### config.mk
export PLATFORM = sky130hd
export DESIGN_NAME = request_encoder_flat
export DESIGN_NICKNAME = d
export VERILOG_FILES = /design/src/rtl/request_encoder_if.sv /design/src/rtl/request_encoder.sv /design/src/flat_wrapper.sv
export SDC_FILE = /design/constraint.sdc
export NUM_CORES = 1
export LEC_CHECK = 0
export BUFFER_PORTS_ARGS = -buffer_cell sky130_fd_sc_hd__buf_4
export CAP_MARGIN = 20
export CELL_PAD_IN_SITES_DETAIL_PLACEMENT = 1
export CELL_PAD_IN_SITES_GLOBAL_PLACEMENT = 1
export CORE_AREA = 5 5 42 44
export DETAILED_ROUTE_END_ITERATION = 16
export DIE_AREA = 0 0 47 49
export PLACE_DENSITY_LB_ADDON = 0.1
export SYNTH_ARGS = -nofsm -noshare
export SYNTH_HDL_FRONTEND = slang
export SYNTH_SLANG_ARGS = --single-unit
### constraint.sdc
create_clock -name clk -period 1.2 [get_ports clk]
set_input_delay 0.12 -clock clk [delete_from_list [all_inputs] [get_ports clk]]
set_output_delay 0.12 -clock clk [all_outputs]
set_load 0.05 [all_outputs]
### src/rtl/request_encoder_if.sv
// Request/address handshake bundle for request_encoder.
// The master modport is the encoder side; the slave modport is the source/consumer side.
interface request_encoder_if #(
  parameter int unsigned WIDTH  = 4,
  parameter int unsigned ADDR_W = 2
);
  logic              enable;
  logic [WIDTH-1:0]  req;
  logic [ADDR_W-1:0] addr;
  logic              valid;
  logic              ready;
  logic [WIDTH-1:0]  pending;
  logic              overflow;

  modport master (
    input  enable, req, ready,
    output addr, valid, pending, overflow
  );

  modport slave (
    output enable, req, ready,
    input  addr, valid, pending, overflow
  );
endinterface

### src/rtl/request_encoder.sv
// Sequential WIDTH-to-ADDR_W encoder: captures request pulses and presents them one per transfer.
// Define REQUEST_ENCODER_RR_EN for round-robin selection; otherwise the lowest pending index wins.
module request_encoder #(
  parameter int unsigned WIDTH  = 4,
  parameter int unsigned ADDR_W = 2
) (
  input  logic                 clk,
  input  logic                 reset,
  request_encoder_if.master    bus
);

  logic [WIDTH-1:0]  pend_q;
  logic [ADDR_W-1:0] addr_q;
  logic              valid_q;
  logic              ovf_q;

  logic              found;
  logic [ADDR_W-1:0] sel;
  logic              slot_free;
  logic              do_sel;
  logic [WIDTH-1:0]  sel_mask;
  logic [WIDTH-1:0]  cap;
  logic [WIDTH-1:0]  pend_left;

`ifdef REQUEST_ENCODER_RR_EN
  logic [ADDR_W-1:0] ptr_q;
  logic [ADDR_W-1:0] idx;

  // Search starts at the pointer; ADDR_W-bit addition wraps since WIDTH == 2**ADDR_W.
  always_comb begin
    found = 1'b0;
    sel   = '0;
    idx   = '0;
    for (int unsigned k = 0; k < WIDTH; k++) begin
      idx = ptr_q + ADDR_W'(k);
      if (!found && pend_q[idx]) begin
        found = 1'b1;
        sel   = idx;
      end
    end
  end
`else
  always_comb begin
    found = 1'b0;
    sel   = '0;
    for (int unsigned i = 0; i < WIDTH; i++) begin
      if (!found && pend_q[i]) begin
        found = 1'b1;
        sel   = ADDR_W'(i);
      end
    end
  end
`endif

  // Capture is ORed in after the selected bit is cleared, so a same-edge re-request re-arms it.
  always_comb begin
    slot_free = !valid_q || bus.ready;
    do_sel    = slot_free && found;
    sel_mask  = do_sel ? (WIDTH'(1) << sel) : '0;
    cap       = bus.enable ? bus.req : '0;
    pend_left = pend_q & ~sel_mask;
  end

  always_ff @(posedge clk) begin
    if (reset) begin
      pend_q  <= '0;
      addr_q  <= '0;
      valid_q <= 1'b0;
      ovf_q   <= 1'b0;
`ifdef REQUEST_ENCODER_RR_EN
      ptr_q   <= '0;
`endif
    end else begin
      pend_q <= pend_left | cap;
      if (|(cap & pend_left))
        ovf_q <= 1'b1;
      if (slot_free) begin
        valid_q <= found;
        if (found) begin
          addr_q <= sel;
`ifdef REQUEST_ENCODER_RR_EN
          ptr_q  <= sel + ADDR_W'(1);
`endif
        end
      end
    end
  end

  assign bus.addr     = addr_q;
  assign bus.valid    = valid_q;
  assign bus.pending  = pend_q;
  assign bus.overflow = ovf_q;

endmodule

### src/flat_wrapper.sv
// flat-port wrapper written by rule: the top's interface ports become plain ports
module request_encoder_flat 
#(
  parameter int unsigned WIDTH  = 4,
  parameter int unsigned ADDR_W = 2
)
  (clk, reset, bus_enable, bus_req, bus_ready, bus_addr, bus_valid, bus_pending, bus_overflow);
  request_encoder_if #(.WIDTH(WIDTH), .ADDR_W(ADDR_W)) bus_i ();
  input  logic clk;
  input  logic reset;
  input wire logic [$bits(bus_i.enable)-1:0] bus_enable;
  input wire logic [$bits(bus_i.req)-1:0] bus_req;
  input wire logic [$bits(bus_i.ready)-1:0] bus_ready;
  output wire logic [$bits(bus_i.addr)-1:0] bus_addr;
  output wire logic [$bits(bus_i.valid)-1:0] bus_valid;
  output wire logic [$bits(bus_i.pending)-1:0] bus_pending;
  output wire logic [$bits(bus_i.overflow)-1:0] bus_overflow;
  assign bus_i.enable = bus_enable;
  assign bus_i.req = bus_req;
  assign bus_i.ready = bus_ready;
  assign bus_addr = bus_i.addr;
  assign bus_valid = bus_i.valid;
  assign bus_pending = bus_i.pending;
  assign bus_overflow = bus_i.overflow;
  request_encoder #(.WIDTH(WIDTH), .ADDR_W(ADDR_W)) u_core (.clk(clk), .reset(reset), .bus(bus_i));
endmodule
Yosys cells after proc, flatten, opt, wreduce, memory -nomap -nowiden
Cells that the tools add are included.
{"block": "totals", "reg_bits": 8, "latchBits": 0, "ramBits": 0, "rom_bits": 0, "out_inout_bits": 8, "word_cells": 29, "n_memories": 0}
{"block": "classes", "n_addsub": 0, "n_mul": 0, "div": 0, "order_cmp": 0, "eq_ne": 0, "n_shift": 1, "mux": 9, "n_bitwise": 4, "reduce_logical": 11}
{"cell": "$and A4 B4 Y4", "n": 2}
{"cell": "$mux W4", "n": 2}
{"cell": "$mux W1", "n": 5}
{"cell": "$logic_and A1 B1 Y1", "n": 4}
{"cell": "$logic_not A1 Y1", "n": 4}
{"cell": "$mux W2", "n": 2}
{"cell": "$not A4 Y4", "n": 1}
{"cell": "$or A4 B4 Y4", "n": 1}
{"cell": "$reduce_or A4 Y1", "n": 1}
{"cell": "$shl A1 B2 Y4 const A", "n": 1}
{"cell": "$reduce_and A2 Y1", "n": 1}
{"cell": "$logic_or A1 B1 Y1", "n": 1}

Logic depth before layout (Yosys ltp)
{"block": "depth", "depth_word": 16, "depth_mapped": 5, "depth_no_buf": 4}

Worst setup path before layout
Ideal clock, no wire load.
{"block": "synth_path", "kind": "register to register", "startpoint": "reg u_core.valid_q, in the netlist u_core.bus.valid", "endpoint": "reg u_core.ovf_q, in the netlist u_core.bus.overflow", "t_arrival_ps": 1284, "required_ps": 1126, "setup_slack_ps": -159, "path_stages_with_launch": 6, "path_buffers": 1, "path_cell_list": "dfxtp_1 nor2b_4 buf_6 o211a_1 o21ai_1 a31oi_1"}
{"block": "synth_between", "elab_chain_len": 8}
{"element": "start: declaration", "line": "request_encoder.sv:14", "rtl": "logic valid_q;"}
{"element": "start signal: assignment", "line": "request_encoder.sv:78", "rtl": "valid_q <= found;"}
{"element": "$logic_not A1 Y1", "line": "request_encoder.sv:57", "rtl": "slot_free = !valid_q || bus.ready;"}
{"element": "$logic_or A1 B1 Y1", "line": "request_encoder.sv:57"}
{"element": "$logic_and A1 B1 Y1", "line": "request_encoder.sv:58", "rtl": "do_sel = slot_free && found;"}
{"element": "$mux W4", "line": "request_encoder.sv:59", "rtl": "sel_mask = do_sel ? (WIDTH'(1) << sel) : '0;"}
{"element": "$not A4 Y4", "line": "request_encoder.sv:61", "rtl": "pend_left = pend_q & ~sel_mask;"}
{"element": "$and A4 B4 Y4", "line": "request_encoder.sv:61"}
{"element": "$and A4 B4 Y4", "line": "request_encoder.sv:75", "rtl": "if (|(cap & pend_left))"}
{"element": "$reduce_or A4 Y1", "line": "request_encoder.sv:75"}
{"element": "end signal: assignment", "line": "request_encoder.sv:69", "rtl": "ovf_q <= 1'b0;"}
{"element": "end signal: assignment", "line": "request_encoder.sv:76", "rtl": "ovf_q <= 1'b1;"}
{"element": "end: declaration", "line": "request_encoder.sv:15", "rtl": "logic ovf_q;"}
No other way between the ends.
A chain may end at the register's enable or synchronous reset.

Final worst setup path
{"block": "layout_path", "startpoint": "reg u_core.pend_q[0], in the netlist u_core.bus.pending[0]", "endpoint": "reg u_core.ovf_q, in the netlist u_core.bus.overflow"}
{"block": "layout_between", "elab_chain_len": 16}
{"element": "start: declaration", "line": "request_encoder.sv:12", "rtl": "logic [WIDTH-1:0] pend_q;"}
{"element": "start signal: assignment", "line": "request_encoder.sv:74", "rtl": "pend_q <= pend_left | cap;"}
{"element": "$mux W1", "line": "request_encoder.sv:47", "rtl": "if (!found && pend_q[i]) begin"}
{"element": "$logic_not A1 Y1", "line": "request_encoder.sv:47"}
{"element": "$logic_and A1 B1 Y1", "line": "request_encoder.sv:47"}
{"element": "$mux W1", "line": "request_encoder.sv:47"}
{"element": "$logic_not A1 Y1", "line": "request_encoder.sv:47"}
{"element": "$logic_and A1 B1 Y1", "line": "request_encoder.sv:47"}
{"element": "$mux W1", "line": "request_encoder.sv:47"}
{"element": "$logic_not A1 Y1", "line": "request_encoder.sv:47"}
{"element": "$logic_and A1 B1 Y1", "line": "request_encoder.sv:47"}
{"element": "$mux W2 / $mux W1 (equally long branches)", "line": "request_encoder.sv:47"}
{"element": "$shl A1 B2 Y4 / $logic_and A1 B1 Y1 (equally long branches)", "line": "request_encoder.sv:59, request_encoder.sv:58"}
{"element": "$mux W4", "line": "request_encoder.sv:59"}
{"element": "$not A4 Y4", "line": "request_encoder.sv:61"}
{"element": "$and A4 B4 Y4 *", "line": "request_encoder.sv:61"}
{"element": "$and A4 B4 Y4 *", "line": "request_encoder.sv:75"}
{"element": "$reduce_or A4 Y1 *", "line": "request_encoder.sv:75"}
Mark *: on every way between the ends. The rest lies on a longest branch, timed or not.

==> qor.csv <==
metric,value,unit
CTS sink cnt,8,
status,"complete, no violations",
RSZ-0062 raised after global routing,no,
CTS tree,yes,
cts hold-fix bufs,0,
"commonest non-fill, non-tap cell in the layout",buf_4,
# nets final,69,
Clock Path Buffers,2,
critical-path cell list,"nor2_2, nand2_1, o2111ai_1, a31oi_1",
syn nets,51,
PwrDens,1387,nW/µm²
worst hold path type,in -> reg,
Synth Warn #,0,
mean post-synth cell area,8.264,µm²
Worst EP required,1.34,ns
Final ANT Viol Nets,0,
internal power,0.0004642,W
startpoint types,flop,
GP Congestion,0.6452,
CP max FO,7,
Max-Cap Viols,0,
Syn Std Cell Area,355.3,µm²
PostCTS Resize Cnt,0,
number of antenna violations at the first check in global routing,0,
area growth from synthesis to layout,40.84,%
DIE AREA,2303,µm²
sequential area share after synthesis,0.4507,
gr ovfl total,0,
core box area,1401,µm²
DRT Wirelength,936,µm
worst slew margin relative to its limit,0.8709,
Worst Path Buf+Inv,0,
Tot GR Track Use,0.09655,
final worst path period share,0.8611,
Detailed Place HPWL,710.6,µm
Inst Count DP,72,
diodes inserted,0,
IO buf count,15,
clock network fraction of design power,0.309,
"Largest delay share family, worst path",flip-flops,
Netlist cell types,18,
row count,14,
Final setup viols,0,
leakage power,0.2293,nW
largest net degree at the start of global routing,9,
combinational share of power,0.254,
Worst EP arrival,1.17,ns
clock skew,0.005557,ns
top-level port count,16,
Flop pwr share,0.437,
buffers inserted by post-CTS timing repair,0,
Vias/cell,4.707,
Die H,49,µm
"non-filler cells, final",75,
"FF+latch count, synth",8,
CP endpoint kind,flop,
Clock Latency Late Sink,0.26,ns
max-slew violation count,0,
switching share of total power,0.3312,
Critical Path Max Stage Delay,0.36,ns
Residual DRC,0,
Worst path slowest cell,dfxtp_2,
Psw,0.0002298,W
Mapped Cells,43,
WL per Instance,12.48,µm
"CTS clk-pin slew, worst paths",0.06,ns
most frequent cells in the layout,"15 x buf_4, 8 x nor2_1, 5 x a21oi_1",
Crit Path Class,reg -> reg,
Die X-Extent,47,µm
Iter 0 DRT Violations,5,
via count,353,
Fmax,967.7,MHz
vias in the first global route,376,
Worst IR Drop VDD,471.4,µV
Final Hold Viols,0,
Setup TNS,0,ns
Post-Place Cell Area,478.0,µm²
CTS H-tree depth,1,
Initial Utilization,0.2536,
share of post-route cells with drive strength above 1,0.4068,
global-route wire length before repair,1.593,mm
Num CTS Buffers,3,
1st-pass router iterations,3,
CTS root buffer,clkbuf_4,
Tmin final,1.033,ns
worst slew pin tran,0.1933,ns
final instance area,500.5,µm²
## state kept, by name, summed over array words and instances (netlist names)
register and count:
u_core.bus.pending 4, u_core.bus.addr 2, u_core.bus.overflow 1, u_core.bus.valid 1
## per-layer routing
metal	GRT usage	share of wire	up-vias
met5	0	0	-
met4	0.06912	0.0085	0
met3	0.03321	0.065	2
met2	0.1199	0.43	10
met1	0.1322	0.50	156
li1	-	-	185
## layout make-up
type | count | area (µm²)
Fill cell | 184 | 900.9
Multi-Input combinational cell | 32 | 176.4
Sequential cell | 8 | 165.2
Timing Repair Buffer | 15 | 112.6
Clock buffer | 3 | 22.52
Tap cell | 16 | 20.02
Inverter | 1 | 3.754
## worst reg2reg max path: stages (launching register included)
cell       delay, ns
dfxtp_2         0.36
nor2_2          0.17
nand2_1         0.11
o2111ai_1       0.18
a31oi_1         0.10
## synth_stat cells, drive strengths merged
cell type,number,area (µm²)
nor2,9,36.29
a41oi,1,8.760
nand2,4,15.01
a31oi,2,12.51
inv,1,3.750
buf,2,15.01
nand2b,1,6.260
o211a,1,10.01
o21ai,3,15.01
o2111ai,1,8.760
a21oi,5,25.02
nor3,2,10.01
a22oi,2,15.01
nor2b,1,13.76
dfxtp,8,160.2
## through the flow
stage | hold slack [ns] | worst slack, ns | total power, W | util
global route | 0.08955 | 0.01896 | 0.0007375 | 0.3571
CTS | 0.08224 | 0.1601 | 0.0007095 | 0.3571
floorplan | 0.2529 | 0.03167 | 0.0004271 | -
global placement | 0.3602 | 0.1704 | 0.0004888 | 0.3411
detailed placement | 0.3636 | 0.1622 | 0.0004878 | 0.3411
finish | 0.08810 | 0.1667 | 0.0006940 | 0.3571
## logic make-up (layout without fill, tap and decap cells)
group | after synthesis | count (layout) | synth area share
DFF | 8 | 8 | 0.4507
buffers and inverters | 3 | 19 | 0.05279
AOI/OAI and AO/OA | 15 | 15 | 0.2676
and+or+nand+nor | 17 | 17 | 0.2289
## power by group through the flow
stage	clock network, W	registers, W	logic, W
finish	0.000215	0.000303	0.000176
global route	0.000239	0.000306	0.000192
CTS	0.000227	0.000304	0.000178
detailed placement	0	0.000310	0.000178
global placement	0	0.000310	0.000179
floorplan	0	0.000372	0.0000547
## path summary, 6_finish.rpt
kind / cells after the start / slack (ns) / start / to
setup / recovery: 4 / 0.17 / u_core.bus.pending[0]$_SDFF_PP0_ / u_core.bus.overflow$_SDFFE_PP0P_
hold / removal: 2 / 0.09 / reset / u_core.bus.pending[1]$_SDFF_PP0_
setup reg to reg: 4 / 0.17 / u_core.bus.pending[0]$_SDFF_PP0_ / u_core.bus.overflow$_SDFFE_PP0P_
hold reg to reg: 2 / 0.49 / u_core.bus.addr[0]$_SDFFE_PP0P_ / u_core.bus.addr[0]$_SDFFE_PP0P_
No activity file was read; power rests on OpenSTA's default activity.
